[src/rtl/interlock_ctrl.sv]
// N-door airlock interlock: synchronised button edges, round-robin grant of one door at a time,
// per-phase second countdowns and a two-press panic override (all open, then all close).
module interlock_ctrl #(
    parameter int N_DOORS       = 3,
    parameter int TICKS_PER_SEC = 50_000_000,
    parameter int MOVE_SEC      = 3,
    parameter int OPEN_SEC      = 5,
    parameter int SEC_W         = 4,
    parameter int IDX_W         = (N_DOORS > 2) ? $clog2(N_DOORS) : 1
) (
    input  logic                   clk,
    input  logic                   rst_n,
    input  logic [N_DOORS-1:0]     btn_level,
    input  logic                   panic_level,
    output logic [2*N_DOORS-1:0]   door_state,
    output logic [N_DOORS-1:0]     pending,
    output logic [IDX_W-1:0]       active_door,
    output logic [SEC_W-1:0]       sec_left,
    output logic                   panic_active
);
    localparam int PS_W = (TICKS_PER_SEC > 1) ? $clog2(TICKS_PER_SEC) : 1;
    localparam logic [N_DOORS-1:0] ONE = {{(N_DOORS-1){1'b0}}, 1'b1};

    typedef enum logic [2:0] {
        S_IDLE, S_OPENING, S_OPEN, S_CLOSING, S_PANIC, S_ALL_CLOSING
    } state_t;

    // Panic rides along as the MSB of the synchroniser/edge-detect chain.
    logic [N_DOORS:0]     r_sync1, r_sync2, r_prev, r_tick;
    state_t               r_state, w_state_nxt;
    logic [N_DOORS-1:0]   r_pending, w_pend_nxt;
    logic [IDX_W-1:0]     r_active, w_act_nxt, r_rr, w_rr_nxt, w_grant;
    logic [SEC_W-1:0]     r_sec, w_sec_nxt;
    logic [PS_W-1:0]      r_ps;
    logic                 w_ps_clr, w_sec_tick, w_panic_tk, w_act_tk;
    logic [N_DOORS-1:0]   w_door_tk, w_act_oh, w_other_tk;

    always_ff @(posedge clk or negedge rst_n) begin
        if (!rst_n) begin
            r_sync1 <= '0;
            r_sync2 <= '0;
            r_prev  <= '0;
            r_tick  <= '0;
        end else begin
            r_sync1 <= {panic_level, btn_level};
            r_sync2 <= r_sync1;
            r_prev  <= r_sync2;
            r_tick  <= r_sync2 & ~r_prev;
        end
    end

    assign w_door_tk  = r_tick[N_DOORS-1:0];
    assign w_panic_tk = r_tick[N_DOORS];
    assign w_act_oh   = ONE << r_active;
    assign w_act_tk   = |(w_door_tk & w_act_oh);
    assign w_other_tk = w_door_tk & ~w_act_oh;
    assign w_sec_tick = (r_ps == PS_W'(TICKS_PER_SEC - 1));

    // First pending bit at or after rr_ptr; scanning backwards lets the nearest one win.
    always_comb begin
        w_grant = r_rr;
        for (int k = N_DOORS - 1; k >= 0; k--) begin
            if (r_pending[(int'(r_rr) + k) % N_DOORS])
                w_grant = IDX_W'((int'(r_rr) + k) % N_DOORS);
        end
    end

    always_comb begin
        w_state_nxt = r_state;
        w_pend_nxt  = r_pending;
        w_act_nxt   = r_active;
        w_rr_nxt    = r_rr;
        w_sec_nxt   = r_sec;
        w_ps_clr    = 1'b0;
        if (w_panic_tk && r_state != S_PANIC) begin
            w_state_nxt = S_PANIC;
            w_pend_nxt  = '0;
            w_sec_nxt   = '0;
        end else begin
            case (r_state)
                S_IDLE: begin
                    w_pend_nxt = r_pending | w_door_tk;
                    if (|r_pending) begin
                        w_pend_nxt  = (r_pending | w_door_tk) & ~(ONE << w_grant);
                        w_act_nxt   = w_grant;
                        w_rr_nxt    = (w_grant == IDX_W'(N_DOORS - 1)) ? '0 : w_grant + 1'b1;
                        w_sec_nxt   = SEC_W'(MOVE_SEC);
                        w_state_nxt = S_OPENING;
                    end
                end
                S_OPENING: begin
                    w_pend_nxt = r_pending | w_other_tk;
                    if (w_sec_tick) begin
                        if (r_sec <= 1) begin
                            w_state_nxt = S_OPEN;
                            w_sec_nxt   = SEC_W'(OPEN_SEC);
                        end else w_sec_nxt = r_sec - 1'b1;
                    end
                end
                S_OPEN: begin
                    w_pend_nxt = r_pending | w_other_tk;
                    if (w_act_tk) begin
                        w_sec_nxt = SEC_W'(OPEN_SEC);
                        w_ps_clr  = 1'b1;
                    end else if (w_sec_tick) begin
                        if (r_sec <= 1) begin
                            w_state_nxt = S_CLOSING;
                            w_sec_nxt   = SEC_W'(MOVE_SEC);
                        end else w_sec_nxt = r_sec - 1'b1;
                    end
                end
                S_CLOSING: begin
                    w_pend_nxt = r_pending | w_other_tk;
                    if (w_act_tk) begin
                        w_state_nxt = S_OPENING;
                        w_sec_nxt   = SEC_W'(MOVE_SEC);
                    end else if (w_sec_tick) begin
                        if (r_sec <= 1) begin
                            w_state_nxt = S_IDLE;
                            w_sec_nxt   = '0;
                        end else w_sec_nxt = r_sec - 1'b1;
                    end
                end
                S_PANIC: begin
                    w_pend_nxt = '0;
                    w_sec_nxt  = '0;
                    if (w_panic_tk) begin
                        w_state_nxt = S_ALL_CLOSING;
                        w_sec_nxt   = SEC_W'(MOVE_SEC);
                    end
                end
                S_ALL_CLOSING: begin
                    w_pend_nxt = r_pending | w_door_tk;
                    if (w_sec_tick) begin
                        if (r_sec <= 1) begin
                            w_state_nxt = S_IDLE;
                            w_sec_nxt   = '0;
                        end else w_sec_nxt = r_sec - 1'b1;
                    end
                end
                default: w_state_nxt = S_IDLE;
            endcase
        end
        if (w_state_nxt != r_state) w_ps_clr = 1'b1;
    end

    always_ff @(posedge clk or negedge rst_n) begin
        if (!rst_n) begin
            r_state   <= S_IDLE;
            r_pending <= '0;
            r_active  <= '0;
            r_rr      <= '0;
            r_sec     <= '0;
            r_ps      <= '0;
        end else begin
            r_state   <= w_state_nxt;
            r_pending <= w_pend_nxt;
            r_active  <= w_act_nxt;
            r_rr      <= w_rr_nxt;
            r_sec     <= w_sec_nxt;
            if (w_ps_clr || w_sec_tick) r_ps <= '0;
            else                        r_ps <= r_ps + 1'b1;
        end
    end

    always_comb begin
        door_state = '0;
        for (int i = 0; i < N_DOORS; i++) begin
            case (r_state)
                S_OPENING:     if (IDX_W'(i) == r_active) door_state[2*i +: 2] = 2'b01;
                S_OPEN:        if (IDX_W'(i) == r_active) door_state[2*i +: 2] = 2'b10;
                S_CLOSING:     if (IDX_W'(i) == r_active) door_state[2*i +: 2] = 2'b11;
                S_PANIC:       door_state[2*i +: 2] = 2'b10;
                S_ALL_CLOSING: door_state[2*i +: 2] = 2'b11;
                default:       door_state[2*i +: 2] = 2'b00;
            endcase
        end
    end

    assign pending      = r_pending;
    assign active_door  = r_active;
    assign sec_left     = r_sec;
    assign panic_active = (r_state == S_PANIC);
endmodule

[config.mk]
export PLATFORM = sky130hd
export DESIGN_NAME = interlock_ctrl
export DESIGN_NICKNAME = d
export VERILOG_FILES = /design/src/rtl/interlock_ctrl.sv
export SDC_FILE = /design/constraint.sdc
export NUM_CORES = 1
export LEC_CHECK = 0
export CORE_MARGIN = 2
export CORE_UTILIZATION = 64
export DETAILED_ROUTE_END_ITERATION = 10
export PLACE_DENSITY = 0.85
export SLEW_MARGIN = 20
export SYNTH_ARGS = -nofsm -noshare
export SYNTH_HDL_FRONTEND = slang
export SYNTH_SLANG_ARGS = --single-unit
[constraint.sdc]
create_clock -name clk -period 5.1 [get_ports clk]
set_input_delay 1.02 -clock clk [delete_from_list [all_inputs] [get_ports clk]]
set_output_delay 1.02 -clock clk [all_outputs]
set_load 0.01 [all_outputs]
==> results.md, run 1 <==
* DP HPWL at between 4000 and 5000 µm
* Fin nets at 387
* Final wirelength at roughly 6500 µm
* Tcrit/Tclk final at 64.2%
* Max_slew headroom at roughly 50%
* Max-cap viol count at 0
* Number of CTS-inserted buffers at 5
* Routability cong. at 0.872
* Hold_buf cts at 0
* Post-synth EDFFs at 0
* FF-to-FF Start: r_rr[0]
* Max Root-Sink Buffers at 2
* Ys flop type: dfrtp_1
* Drt drc at 0
* Drt initial violations at 359
* PwrDens at roughly 300 mW/mm²
* Diodes inserted at 0
* H-tree depth at 2
* Max-slew violation count at 0
* Synth cell types at 64
* Port Buffers at 21
* WHS Endpoint: r_sync2[1]
* Setup bufs post-CTS at 0
* Worst Clk Skew at 0.0108 ns
* Avg Cell Area, Syn at between 9 and 10 µm²
* Starting density of the core at 67.3%
* Post-route ant nets at 0
* Final setup violation count at 0
* Critical Path Fanout Max at 14
* Critical Path RT at 4.08 ns
* Top Ports at 22
* Final hold slack at 0.359 ns
* Drt wl/cell at about 15 µm
* Share of layout cells above drive strength 1 at under 10%
* Post-synthesis cell count at 357
* Synthesized Nets at 370
* Filler cell count in the final layout at 365
* Startpoint Class: register
* Total grt overflow at 0
* Placed cells at between 400 and 500
* IR drop worst, VDD at 0.000275 V
* Sequential element share of the synthesized area at 43.2%
* CP Capture Type: output pin
* Die width at 75.2 µm
* Yosys reg bits at 56
* Register-to-Register Path Depth at 7
* Vias in the first global route at approximately 2,500
* R2R Setup Slk at 2.60 ns
* Clock Sinks at 56
* CTS clk-pin slew, worst paths at between 0.1 and 0.15 ns
* Hold Crit Class: register to register
* Hold Path Depth at 0
* Crit path launch: r_state[2]
* Hold Fails Final Rpt at 0
* Peak Freq at 305 MHz
* Overall routing resource usage at 25.4%
* Fraction of registers with async set/reset at 100%
* Number of synthesis warnings at 0
* # rows at 25
* Setup Crit Path Kind: register to output pin
* Layout area overhead at 9.53%
* Min cycle time layout at 3.27 ns
* Die area at 0.00565 mm²
* Die height at 75.2 µm
* Worst-Margin Slew at 0.750 ns
* LEAKAGE at 1.49 nW
* Core footprint at slightly below 0.005 mm²
* Via count at 2,692
* First-pass detailed-route iteration total at 5
* Top post-synthesis cells by area: dfrtp_1 (43%), nor2_1 (4.9%), nand2_1 (3.9%)
* Synth area leader: dfrtp_1
* Clock tree from TritonCTS: built
* Worst EP arrival at 2.25 ns
* Clk_lat worst skew at 0.31 ns
* Status: finished clean
* Resized cells post-CTS at 0
* Final setup TNS at 0 ns
* R2r endpoint: pending[0]
* RSZ-0062 raised after global routing: false
* Antenna violations before repair at 0
* Vias per cell at 6.09
* Post-route insts no fill at 442
* Root Buffer: clkbuf_8
* Synth Cell Area at 0.00324 mm²
* First-pass GRT wire length at 11,100 µm
* Post-synth top area share at 43.2%
* Hold Crit Start: r_sync1[1]
* Pin count of the biggest net entering global routing at 57
worst max-delay path by stage:
stage,endpoint,cells past startpoint
floorplan,pending[0],8
global placement,door_state[0],4
detailed placement,door_state[4],4
CTS,door_state[4],4
global route,door_state[4],4
finish,door_state[4],4
flip-flops by register name (all words and copies together) (netlist names):
register	cells
r_prev	4
active_door	2
r_rr	2
r_sync1	4
sec_left	4
r_sync2	4
r_tick	4
r_ps	26
pending	3
r_state	3
routing by layer:
metal  global-route usage (%)  vias to the layer above  part of all wire (%)
met5                        0                        -                     0
met2                     40.9                       99                    48
met1                     35.8                     1262                    45
met3                     3.75                       18                   5.2
li1                         -                     1313                     -
met4                     8.19                        0                   1.9
cells in the final DEF, fill, tap and decap left out, drive strengths merged, types with 3 or more instances in the layout:
cell type      instances
a211oi                 9
clkdlybuf4s50         20
a21oi                 17
ha                     7
and4                   5
o21a                   3
nand2b                 3
nand3                  9
nand4                  7
o22ai                  5
o211ai                 3
xor2                  13
clkbuf                 5
o21ai                 29
nor3                  11
nor4                   3
nor2                  42
dfrtp                 56
a31oi                  6
nor2b                 10
and2                   4
inv                   15
nand2                 36
xnor2                 10
or3                    6
and3                   8
synthesized netlist by cell type (3+ instances only):
library cell and count:
dfrtp_1 56, nor2_1 42, nand2_1 34, o21ai_0 25
a21oi_1 17, inv_1 14, xor2_1 13, nor3_1 11
nor2b_1 10, xnor2_1 10, a211oi_1 9, nand3_1 9
and3_1 7, ha_1 7, a31oi_1 6, nand4_1 6
or3_1 6, clkbuf_1 5, o21ai_1 4, o22ai_1 4
and2_1 3, and4_1 3, buf_2 3, nand2b_1 3
o21a_1 3
kinds of logic after synthesis:
family / Yosys count / share of synthesized area (%)
multiplexers: 3 / 0.965
AO/OA/AOI/OAI: 91 / 18.5
XOR/XNOR: 23 / 6.21
adder cells (fa/ha/maj): 7 / 2.70
flip-flops: 56 / 43.2
AND/OR/NAND/NOR: 150 / 24.1
buffers and inverters: 27 / 4.32
critical path, stage by stage (launching register included):
cell,delay (ns)
dfrtp_1,0.61
clkinv_1,0.35
nor2_1,0.26
o21a_1,0.17
clkdlybuf4s50_1,0.54
stage by stage:
stage	utilization [%]	setup WS [ns]	power (mW)	area [µm²]
finish	73.7	1.83	1.08	3550
global route	73.7	1.68	1.14	3550
CTS	73.7	1.87	1.08	3550
detailed placement	71.7	2.23	0.829	3460
global placement	71.7	2.26	0.820	3460
floorplan	-	2.94	0.736	3240
power by group:
group          internal [mW]  switching, mW
Clock                  0.101          0.151
Combinational          0.131          0.163
Sequential             0.476         0.0551
layout make-up:
| class | instances | area (µm²) | area share [%] |
|---|---|---|---|
| multi-input cells | 274 | 1700 | 47.9 |
| flip-flops and latches | 56 | 1400 | 39.5 |
| repair buffers | 22 | 213 | 5.99 |
| well taps | 67 | 83.8 | 2.36 |
| clock buffers | 5 | 68.8 | 1.94 |
| inverters | 15 | 56.3 | 1.59 |
| clock inverters | 3 | 27.5 | 0.775 |
Note: power is estimated with default switching activity, not from simulation.
==> run 2, diff against run 1 <==
CORE_UTILIZATION = 53   (was 64)
PLACE_DENSITY = 0.75   (was 0.85)
clock period = 2.8 ns   (was 5.1 ns; I/O delays follow)
==> run 2 against run 1 <==
Net effect: sequential share of layout area fell by 0.47 points; critical path depth did not move; flip-flop and latch count did not move; routed wire length fell by 1.2%; clock skew fell by 0.0036 ns; hold slack got worse by 0.0017 ns; cell count rose by 2.9%; first-iteration DRC count fell by 31%; total power rose by 83%; non-clock buffer count rose by 5; combinational power rose by 94%; sequential power rose by 78%.
==> results.md, run 2 (synthesized netlist as in run 1, its figures left out) <==
* Cell Int Power at 1.30 mW (was 0.707 mW)
* Most frequent cells in the layout: dfrtp_1 (55), nor2_1 (42), nand2_1 (34) (was dfrtp_1 (56), nor2_1 (42), nand2_1 (34))
* Drt initial violations at 248 (was 359)
* Final hold slack at 0.357 ns (was 0.359 ns)
* Via count at 2,699 (was 2,692)
* Number of CTS-inserted buffers at 5 (unchanged)
* Max-slew violation count at 0 (unchanged)
* Switching Fraction at 33.9% (was 34.3%)
* Critical Path RT at 2.24 ns (was 4.08 ns)
* Worst setup margin at 0.285 ns (was 1.83 ns)
* Routability cong. at 0.874 (was 0.872)
* Register-to-Register Path Depth at 7 (unchanged)
* Share of layout cells above drive strength 1 at 8.42% (was 6.67%)
* Hold Crit Class: input pin to asynchronous set/reset pin (was register to register)
* Pin count of the biggest net entering global routing at 57 (unchanged)
* Min cycle time layout at 2.52 ns
* Setup Crit Path Kind: register to output pin (unchanged)
* Peak Freq at approximately 400 MHz
* Critical Path Fanout Max at 10 (was 14)
* Starting density of the core at 54.8% (was 67.3%)
* Worst-Margin Slew at 0.678 ns (was 0.750 ns)
* Max-cap viol count at 0 (unchanged)
* Drt wl/cell at 14.1 µm (was 14.7 µm)
* Clk_lat worst skew at 0.31 ns (about the same)
* Worst EP arrival at 1.96 ns (was 2.25 ns)
* First-pass GRT wire length at 11,200 µm (was 11,100 µm)
* Max_slew headroom at 54.8% (was 50.0%)
* Net switching power at 0.668 mW (was 0.369 mW)
* CP Capture Type: output pin (unchanged)
* Core footprint at 0.00592 mm² (was 0.00482 mm²)
* Final wirelength at 6430 µm (was 6510 µm)
* IR drop worst, VDD at 0.000348 V (was 0.000275 V)
* Clock share of power at 23.2% (was 23.4%)
* Overall routing resource usage at 21.4% (was 25.4%)
* Hold_buf cts at 0 (unchanged)
* Post-route insts no fill at 455 (was 442)
* Die width at 82.2 µm (was 75.2 µm)
* Total grt overflow at 0 (unchanged)
* Core Util, Final at 60.8% (was 73.7%)
* Clock tree from TritonCTS: built (unchanged)
* # rows at 28 (was 25)
* Post-route ant nets at 0 (unchanged)
* Max FFs per register at 26 (unchanged)
* Die height at 82.2 µm (was 75.2 µm)
* CTS clk-pin slew, worst paths at 0.10 ns (was 0.11 ns)
* Vias in the first global route at 2,495 (was 2,494)
* Port Buffers at 21 (unchanged)
* Top Ports at 22 (unchanged)
* PwrDens at 548 mW/mm² (was 303 mW/mm²)
* Max Root-Sink Buffers at 2 (unchanged)
* Place WS at 0.422 ns (was 2.23 ns)
* FF-to-FF Start: r_rr[0] (unchanged)
* Worst Clk Skew at 0.00718 ns (was 0.0108 ns)
* Final setup violation count at 0 (unchanged)
* Layout area overhead at 11.0% (was 9.53%)
* Die area at 0.00676 mm² (was 0.00565 mm²)
* R2r endpoint: pending[0] (unchanged)
* Antenna violations before repair at 0 (unchanged)
* Combinational power share at 28.8% (was 27.2%)
* Root Buffer: clkbuf_8 (unchanged)
* Post-route cell area at 0.00360 mm² (was 0.00355 mm²)
* DP HPWL at 4610 µm (was 4670 µm)
* Final setup TNS at 0 ns (unchanged)
* R2R Setup Slk at 0.40 ns (was 2.60 ns)
* Crit path launch: r_state[2] (unchanged)
* LEAKAGE at 1.51 nW (was 1.49 nW)
* Status: finished clean (unchanged)
* Placed cells at 447 (was 434)
* Startpoint Class: register (unchanged)
* Diodes inserted at 0 (unchanged)
* Largest Register: r_ps (unchanged)
* Design Power at 1.97 mW (was 1.08 mW)
* First-pass detailed-route iteration total at 4 (was 5)
* RSZ-0062 raised after global routing: false (unchanged)
* Placed standard-cell area at 0.00350 mm² (was 0.00346 mm²)
* Commonest non-fill, non-tap cell in the layout: dfrtp_1 (unchanged)
* Clock Sinks at 56 (unchanged)
* Tcrit/Tclk final at between 80% and 90%
* Reg power frac at 48.0% (was 49.3%)
* Drt drc at 0 (unchanged)
* Fin nets at 392 (was 387)
* H-tree depth at 2 (unchanged)
* Vias per cell at 5.93 (was 6.09)
* Hold Fails Final Rpt at 0 (unchanged)
==> run 2: critical path: stages (launching register included) <==
cell	delay, ns
dfrtp_1	0.42
clkinv_1	0.25
nor2_1	0.26
o21a_1	0.18
clkdlybuf4s50_1	0.53
==> run 2: cell type report <==
type	count	area, µm²
sequential	56	1400
clock inverter	3	25.0
tap	75	93.8
multi-input combinational	274	1700
inverter	15	56.3
timing repair buffer	27	250
fill	520	2320
clock buffer	5	68.8
==> run 2: per-layer routing <==
layer	global-route usage, %	vias up	share of wire [%]
li1	-	1325	-
met1	28.3	1294	46
met2	35.5	72	48
met3	3.91	8	4.7
met4	6.83	0	1.3
met5	0	-	0
==> run 2: worst max path at each step <==
stage / end / slack, ns
2_1_floorplan: pending[0] / 0.64
3_3_place_gp: pending[0] / 0.56
3_5_place_dp: pending[0] / 0.42
4_1_cts: door_state[2] / 0.15
5_1_grt: door_state[0] / 0.16
6_report: door_state[0] / 0.28
==> run 2: timing repair <==
action	CTS	global route
endpoints found under the setup margin	0	1
setup buffers	0	0
gates resized for setup	0	2
==> run 2: power by group through the flow <==
stage | Clock (mW) | Sequential, mW | Combinational (mW)
floorplan | 0 | 0.943 | 0.397
global placement | 0 | 0.956 | 0.551
detailed placement | 0 | 0.961 | 0.562
CTS | 0.478 | 0.944 | 0.566
global route | 0.508 | 0.956 | 0.639
finish | 0.457 | 0.946 | 0.568
